===== src/rtl/uart_tx_fifo.sv =====
// UART transmitter with a small word FIFO: frames LSB first at CLKS_PER_BIT clocks per bit.
// Define UART_TX_PARITY_EN to insert an even-parity bit (8E1); the default build is 8N1.
module uart_tx_fifo #(
    parameter int N            = 8,
    parameter int CLKS_PER_BIT = 868,
    parameter int DEPTH        = 4
) (
    input  logic                       clk,
    input  logic                       rst,
    input  logic                       send,
    input  logic [N-1:0]               data_in,
    output logic                       tx,
    output logic                       busy,
    output logic                       done,
    output logic                       overflow,
    output logic [$clog2(DEPTH):0]     fifo_count
);
    localparam int PW = $clog2(DEPTH);
    localparam int CW = PW + 1;
    localparam int BW = (CLKS_PER_BIT > 1) ? $clog2(CLKS_PER_BIT) : 1;
    localparam int NW = (N > 1) ? $clog2(N) : 1;
    localparam logic [BW-1:0] BAUD_LAST = BW'(CLKS_PER_BIT - 1);
    localparam logic [NW-1:0] BIT_LAST  = NW'(N - 1);
    localparam logic [CW-1:0] FULL_CNT  = CW'(DEPTH);

`ifdef UART_TX_PARITY_EN
    typedef enum logic [2:0] {S_IDLE, S_START, S_DATA, S_PARITY, S_STOP} state_t;
`else
    typedef enum logic [2:0] {S_IDLE, S_START, S_DATA, S_STOP} state_t;
`endif

    state_t          state_q, state_d;
    logic [BW-1:0]   baud_q, baud_d;
    logic [NW-1:0]   bit_q, bit_d;
    logic [N-1:0]    shift_q, shift_d;
    logic [PW-1:0]   wr_ptr_q, wr_ptr_d, rd_ptr_q, rd_ptr_d;
    logic [CW-1:0]   count_q, count_d;
    logic            tx_q, tx_d, busy_q, busy_d, overflow_q, overflow_d;
    logic [N-1:0]    mem_q [DEPTH];
    logic            pop, push, fifo_empty, fifo_full, baud_last;
`ifdef UART_TX_PARITY_EN
    logic            parity_q, parity_d;
`endif

    assign fifo_empty = (count_q == '0);
    assign fifo_full  = (count_q == FULL_CNT);
    assign baud_last  = (baud_q == BAUD_LAST);

    always_comb begin
        state_d = state_q;
        bit_d   = bit_q;
        shift_d = shift_q;
        pop     = 1'b0;
        baud_d  = (state_q == S_IDLE || baud_last) ? '0 : baud_q + BW'(1);
`ifdef UART_TX_PARITY_EN
        parity_d = parity_q;
`endif
        case (state_q)
            S_IDLE: begin
                if (!fifo_empty) begin
                    pop     = 1'b1;
                    state_d = S_START;
                end
            end
            S_START: if (baud_last) state_d = S_DATA;
            S_DATA: begin
                if (baud_last) begin
                    if (bit_q == BIT_LAST) begin
`ifdef UART_TX_PARITY_EN
                        state_d = S_PARITY;
`else
                        state_d = S_STOP;
`endif
                    end else begin
                        bit_d   = bit_q + NW'(1);
                        shift_d = shift_q >> 1;
                    end
                end
            end
`ifdef UART_TX_PARITY_EN
            S_PARITY: if (baud_last) state_d = S_STOP;
`endif
            S_STOP: begin
                if (baud_last) begin
                    if (!fifo_empty) begin
                        pop     = 1'b1;
                        state_d = S_START;
                    end else begin
                        state_d = S_IDLE;
                    end
                end
            end
            default: state_d = S_IDLE;
        endcase

        // A pop loads the head word and restarts the bit counter; baud_d is already zero here.
        if (pop) begin
            shift_d = mem_q[rd_ptr_q];
            bit_d   = '0;
`ifdef UART_TX_PARITY_EN
            parity_d = ^mem_q[rd_ptr_q];
`endif
        end
    end

    always_comb begin
        push       = send && (!fifo_full || pop);
        overflow_d = send && fifo_full && !pop;
        wr_ptr_d   = push ? wr_ptr_q + PW'(1) : wr_ptr_q;
        rd_ptr_d   = pop  ? rd_ptr_q + PW'(1) : rd_ptr_q;
        count_d    = count_q;
        if (push && !pop)      count_d = count_q + CW'(1);
        else if (pop && !push) count_d = count_q - CW'(1);

        // tx is registered from the next state so the line changes on the same edge as the FSM.
        tx_d = 1'b1;
        case (state_d)
            S_START:  tx_d = 1'b0;
            S_DATA:   tx_d = shift_d[0];
`ifdef UART_TX_PARITY_EN
            S_PARITY: tx_d = parity_d;
`endif
            default:  tx_d = 1'b1;
        endcase
        busy_d = (state_q != S_IDLE) || (state_d != S_IDLE) || (count_d != '0);
    end

    always_ff @(posedge clk) begin
        if (rst) begin
            state_q    <= S_IDLE;
            baud_q     <= '0;
            bit_q      <= '0;
            shift_q    <= '0;
            wr_ptr_q   <= '0;
            rd_ptr_q   <= '0;
            count_q    <= '0;
            tx_q       <= 1'b1;
            busy_q     <= 1'b0;
            overflow_q <= 1'b0;
`ifdef UART_TX_PARITY_EN
            parity_q   <= 1'b0;
`endif
        end else begin
            state_q    <= state_d;
            baud_q     <= baud_d;
            bit_q      <= bit_d;
            shift_q    <= shift_d;
            wr_ptr_q   <= wr_ptr_d;
            rd_ptr_q   <= rd_ptr_d;
            count_q    <= count_d;
            tx_q       <= tx_d;
            busy_q     <= busy_d;
            overflow_q <= overflow_d;
`ifdef UART_TX_PARITY_EN
            parity_q   <= parity_d;
`endif
        end
    end

    always_ff @(posedge clk) begin
        if (push) mem_q[wr_ptr_q] <= data_in;
    end

    assign tx         = tx_q;
    assign busy       = busy_q;
    assign overflow   = overflow_q;
    assign fifo_count = count_q;
    assign done       = (state_q == S_STOP) && baud_last;
endmodule

===== config.mk =====
export PLATFORM = sky130hd
export DESIGN_NAME = uart_tx_fifo
export DESIGN_NICKNAME = d
export VERILOG_FILES = /design/src/rtl/uart_tx_fifo.sv
export SDC_FILE = /design/constraint.sdc
export NUM_CORES = 1
export LEC_CHECK = 0
export ABC_AREA = 1
export CELL_PAD_IN_SITES_DETAIL_PLACEMENT = 0
export CELL_PAD_IN_SITES_GLOBAL_PLACEMENT = 1
export CORE_ASPECT_RATIO = 0.8
export CORE_MARGIN = 10
export CORE_UTILIZATION = 48
export CTS_CLUSTER_DIAMETER = 50
export CTS_CLUSTER_SIZE = 24
export DETAILED_ROUTE_END_ITERATION = 10
export DONT_BUFFER_PORTS = 1
export GPL_ROUTABILITY_DRIVEN = 0
export GPL_TIMING_DRIVEN = 0
export PLACE_DENSITY = 0.82
export SKIP_LAST_GASP = 1
export SYNTH_ARGS = -nofsm -noshare
export SYNTH_HDL_FRONTEND = slang
export SYNTH_SLANG_ARGS = --single-unit

===== constraint.sdc =====
create_clock -name clk -period 2.9 [get_ports clk]
set_clock_uncertainty 0.1 [all_clocks]
set_input_delay 0.87 -clock clk [delete_from_list [all_inputs] [get_ports clk]]
set_output_delay 0.87 -clock clk [all_outputs]
set_load 0.03 [all_outputs]

# Word level (Yosys, flattened, before mapping)
# Memories as Yosys holds them, arrays and structs flattened. A register that Yosys moved wholly into a read port is not among the register bits.
# Index checks and enable logic that the tools add are counted.
[classes]
addsub = 6
eq_ne = 9
mux = 21
bitwise = 1
reduce_logical = 24
[ops]
columns = ["cell", "n"]
rows = [
  ["$mux 8", 4],
  ["$mux 3", 7],
  ["$pmux 3 s4", 1],
  ["$add 10x1->10 const B", 1],
  ["$eq 10x10->1 const B", 1],
  ["$eq 3x2->1 const B", 3],
  ["$reduce_bool 3->1", 3],
  ["$add 3x1->3 const B", 2],
  ["$eq 3x1->1 const B", 2],
  ["$eq 3x3->1 const B", 2],
  ["$logic_and 1x1->1", 6],
  ["$logic_not 3->1", 2],
  ["$reduce_and 3->1", 2],
  ["$mux 1", 5],
  ["$add 2x1->2 const B", 2],
  ["$logic_or 1x1->1", 4],
  ["$mux 2", 2],
  ["$pmux 1 s2", 2],
  ["$reduce_bool 2->1", 2],
  ["$reduce_or 2->1", 2],
  ["$logic_not 1->1", 3],
  ["$sub 3x1->3 const B", 1],
  ["$ne 2x2->1 const B", 1],
  ["$not 1->1", 1],
]
[totals]
regBits = 34
mem_bits_rw = 32
input_bits = 11
mem_count = 1
[mem_list]
columns = ["memory", "words", "word_bits", "read_ports", "rd_clocked_by_memory_dff", "write_ports", "line", "text"]
rows = [
  ["mem_q", 4, 8, 1, 1, 1, "39", "logic [N-1:0] mem_q [DEPTH];"],
]

# Depth between registers and ports, before layout
[logic_depth]
ltp_word = 12
depth_mapped = 12
depth_no_buf = 12

# Least setup slack after synthesis
# No wires, ideal clock.
[synth_timing]
kind = "reg2reg"
startpoint = "reg count_q[0] (netlist: fifo_count[0])"
endpoint = "mem mem_q[0][0], enable pin"
t_arrival_ns = 1.862
t_required_ns = 2.429
path_slack_ns = 0.567
stages_incl_launch_ff = 10
n_path_buf = 0
synth_period_minus_slack_ns = 2.333
cell_sequence = "dfxtp_1 > inv_1 > ha_1 > nand2_1 > nand4_2 > nand2_2 > inv_1 > nand3_1 > nand2_2 > nor2_1"
[synth_via]
elab_chain_cells = 8
word_cells_on_any_way = 10
cone_classes = "eq/ne (1); mux (5); reduce/logical (4)"
[synth_rtl]
columns = ["item", "line", "text"]
rows = [
  ["from (decl)", "37", "logic [CW-1:0] count_q, count_d;"],
  ["from (signal assigned)", "150", "count_q <= count_d;"],
  ["$logic_not 3->1", "45", "assign fifo_empty = (count_q == '0);"],
  ["$mux 1", "60, 85", ""],
  ["$mux 1", "84", "if (baud_last) begin"],
  ["$pmux 1 s2", "58", "case (state_q)"],
  ["$logic_or 1x1->1 (*)", "107", "push = send && (!fifo_full || pop);"],
  ["$logic_and 1x1->1 (*)", "107", ""],
  ["$mux 1 (*)", "161", "if (push) mem_q[wr_ptr_q] <= data_in;"],
  ["$mux 1 (not written as such) (*)", "161", ""],
  ["to (decl)", "39", ""],
]
# Every way passes the cells marked *; elsewhere a longest branch is shown, timed or not.

# Final worst setup path
[layout_timing]
startpoint = "reg count_q[0] (netlist: fifo_count[0])"
endpoint = "mem mem_q[2][3], enable pin"
# The elaborated chain is that of the path after synthesis.

==> results_tabular.tex <==
\begin{tabular}{lr}
\hline
Metric & Value \\
\hline
\multicolumn{2}{l}{\textbf{Status}} \\
Status & completed \\
\multicolumn{2}{l}{\textbf{Final layout}} \\
Diodes inserted & 0 \\
Commonest non-fill, non-tap cell in the layout & sky130\_fd\_sc\_hd\_\_nor2\_1 \\
Share of layout cells above drive strength 1 & between 10\% and 20\% \\
Leading cell types in the layout, fill and taps excluded & sky130\_fd\_sc\_hd\_\_nor2\_1 (51), sky130\_fd\_sc\_hd\_\_nand2\_1 (43), sky130\_fd\_sc\_hd\_\_dfxtp\_1 (36) \\
Fill cells & roughly 500 \\
Number of nets in the final layout & around 340 \\
Area growth syn-to-layout & 11.02\% \\
Utilization after layout & a little under three fifths \\
\multicolumn{2}{l}{\textbf{Worst setup path}} \\
Critical setup path kind & reg -> reg \\
Kind of capture point of the worst setup path & register \\
Worst reg2reg path depth & 9 \\
Worst EP required & $\sim$2.8 ns \\
R2R Path End & mem\_q[2][3] \\
Reg2reg start & fifo\_count[0] \\
Critical path, cell by cell & inv\_1 -> ha\_1 -> nand2\_1 -> nand4\_2 -> nand2\_2 -> inv\_1 -> nand3\_1 -> nand2\_2 -> nor2\_1 \\
Reg2reg setup slack & roughly 0.038 ns \\
CP Data Arrival Time & 2.73 ns \\
Largest fanout on the critical path & 8 \\
Slowest cell on the critical path & sky130\_fd\_sc\_hd\_\_nor2\_1 \\
Nature of the critical path startpoint & register \\
Highest cell delay on the worst timing path & 0.65 ns \\
\multicolumn{2}{l}{\textbf{Min path}} \\
Hold Crit Endpoint & baud\_q[0] \\
Worst hold path depth & 1 \\
Path class of the lowest-slack min-delay path & reg -> reg \\
Hold Crit Start & baud\_q[0] \\
\multicolumn{2}{l}{\textbf{STA}} \\
Final Cycle Share & a little over nine tenths \\
Highest achievable clock rate & 349.4 MHz \\
Final setup viols & 0 \\
Hold Vio Cnt, Final & 0 \\
RSZ-0062 raised after global routing & yes \\
Slew at the pin closest to its max-slew limit & $\sim$0.81 ns \\
Final-report max-slew violation count & 0 \\
Minimum clock period after layout & 2.862 ns \\
Relative max-transition margin & between 40\% and 50\% \\
\multicolumn{2}{l}{\textbf{Pwr}} \\
Post-layout total power & approximately 2.3 mW \\
Internal power & between 1.5 and 2 mW \\
Gate power share & 13.6\% \\
Maximum ir drop on the vdd rail & 0.2808 mV \\
Fraction of power spent switching nets & 27.19\% \\
Reported net switching power & between 0.6 and 0.7 mW \\
Standby leakage power & 1.257 nW \\
Part of the power in registers & 49.5\% \\
Part of the power in the clock network & a little under two fifths \\
Power density relative to cell area & between 700 and 800 nW/µm² \\
\multicolumn{2}{l}{\textbf{Synthesis}} \\
Sequential fraction of the synthesis area & 57.19\% \\
Syn Nets & $\sim$330 \\
Post-Syn Area per Cell & between 9 and 10 µm² \\
Prevailing post-synth register cell & sky130\_fd\_sc\_hd\_\_dfxtp\_1 \\
Yosys warning total & 0 \\
Post-synth design cell area & 2940 µm² \\
Cell count after synthesis & approximately 310 \\
Number of flip-flops and latches in the synthesized netlist & a little under 70 \\
Count of flip-flops with a built-in enable after synthesis & 32 \\
Number of distinct library cells after synthesis & 34 \\
Async set-or-reset flop fraction in the synthesized netlist & 0\% \\
\multicolumn{2}{l}{\textbf{Floorplanning}} \\
Die span in x & 107.5 µm \\
Row count & 25 \\
Core outline area & $\sim$6000 µm² \\
Die Span Y & about 90 µm \\
Die area & between 9000 and 10000 µm² \\
Number of top-level design ports & 18 \\
Initial Utilization & roughly half \\
\multicolumn{2}{l}{\textbf{CTS}} \\
Clock root buffer & sky130\_fd\_sc\_hd\_\_clkbuf\_8 \\
Number of buffers on the longest clock path & 2 \\
Depth of the CTS H-tree & 3 \\
Cts bufs inserted & 9 \\
Later-pin clock latency in the skew report & roughly 0.34 ns \\
CTS clock-pin slew for the worst setup and hold paths & 0.07 ns \\
TritonCTS clock tree & done \\
Post-CTS Setup Bufs & 0 \\
Number of sinks handled by clock tree synthesis & 68 \\
\multicolumn{2}{l}{\textbf{Detailed routing}} \\
WL/cell & between 10 and 15 µm \\
Total number of vias & a little over 2000 \\
Total wire length after detailed routing & about 5400 µm \\
Starting DRT DRC Count & 66 \\
Post-detailed-route via-to-cell ratio & roughly 5 \\
Residual DRC & 0 \\
Detailed-routing iteration count for the pre-antenna-repair pass & 4 \\
Routed Antenna Nets & 0 \\
\multicolumn{2}{l}{\textbf{Place}} \\
Half-perimeter wire length of the detailed placement result & 3929 µm \\
Number of buffer cells added on primary ports & 0 \\
\multicolumn{2}{l}{\textbf{GRT}} \\
Wire length of the first global-routing pass & just over 9000 µm \\
Vias in the first global route & between 1500 and 2000 \\
Total routing usage reported by global routing & a little under an eighth \\
Residual overflow from global routing & 0 \\
Pin count of the biggest net entering global routing & 14 \\
Initial antenna violation count & 0 \\
\multicolumn{2}{l}{\textbf{Job}} \\
Max Cap Violations & 0 \\
\hline
\end{tabular}
-- area by class of cell --
class	count	area (µm²)	area share (%)
clock inverters	7	98.84	3.028
clock buffers	9	123.9	3.795
well taps	81	101.3	3.105
flip-flops and latches	68	1682	51.51
plain buffers	8	47.55	1.456
multi-input cells	198	1069	32.73
inverters	38	142.6	4.369
-- critical path: cells and delay by family (launching register included) --
| kind | cells | cell delay, ns |
|---|---|---|
| buf+inv | 2 | 0.25 |
| flops | 1 | 0.57 |
| simple gates | 6 | 1.32 |
| fa+ha+maj | 1 | 0.26 |
-- kinds of logic (layout without fill, tap and decap cells) --
group | Yosys count | in the layout | share of synthesized area (%)
AND/OR/NAND/NOR | 127 | 127 | 19.70
flip-flops | 68 | 68 | 57.19
AO/OA/AOI/OAI | 56 | 56 | 11.06
buffers and inverters | 46 | 62 | 6.468
adder cells (fa/ha/maj) | 10 | 10 | 4.255
XOR/XNOR | 4 | 4 | 1.192
other | 1 | 1 | 0.1275
-- worst max path at each step --
stage,startpoint,end,cells past startpoint
floorplan,fifo_count[0],mem_q[0][0],9
global placement,fifo_count[0],mem_q[0][7],9
detailed placement,fifo_count[0],mem_q[2][6],9
CTS,fifo_count[0],mem_q[2][5],9
global route,fifo_count[0],mem_q[0][7],9
finish,fifo_count[0],mem_q[2][3],9
-- cells in the mapped netlist (all sizes together) (4+ instances only) --
master / number / area (µm²)
nor2: 53 / 214.0
nand2: 47 / 186.4
inv: 38 / 142.6
dfxtp: 36 / 720.7
edfxtp: 32 / 960.9
o21ai: 28 / 140.1
a21oi: 12 / 60.06
nand3: 11 / 60.06
ha: 10 / 125.1
nand4: 7 / 65.06
nor3: 7 / 40.04
o22ai: 6 / 37.54
buf: 4 / 32.53
clkbuf: 4 / 15.01
-- registers in the layout, indices dropped and copies added (netlist names), named ones only --
name / flops
state_q: 3
baud_q: 10
busy: 1
mem_q: 32
bit_q: 3
overflow: 1
fifo_count: 3
tx: 1
wr_ptr_q: 2
shift_q: 8
rd_ptr_q: 2
-- per-stage QoR --
step	setup WS (ns)	cells	hold WS, ns	TNS, ns	cell area [µm²]
final	0.03792	409	0.3573	0	3264
after global routing	-0.2215	409	0.3989	-6.593	3264
after CTS	0.01131	409	0.3595	0	3264
after detailed placement	0.02803	393	0.3422	0	3042
after global placement	0.02160	393	0.3330	0	3042
after floorplan	0.5673	312	0.3179	0	2940
-- power by group through the flow --
stage                     Clock [mW]  Combinational (mW)  Sequential, mW
final                          0.846               0.312            1.13
after CTS                      0.869               0.313            1.13
after detailed placement           0               0.311            1.16
after global routing           0.916               0.360            1.14
after floorplan                    0               0.243            1.14
after global placement             0               0.309            1.15
-- what timing repair did --
| item | in CTS | in global routing |
|---|---|---|
| gates resized for setup | 0 | 0 |
| endpoints found under the setup margin | 0 | 32 |
| hold buffers | 0 | 0 |
-- per-layer routing --
metal	track usage (%)	part of all wire (%)
met5	0	0
met4	4.333	1.3
met3	4.422	4.5
met2	16.97	44
met1	15.79	51
Power figures use the tool's default switching activity.
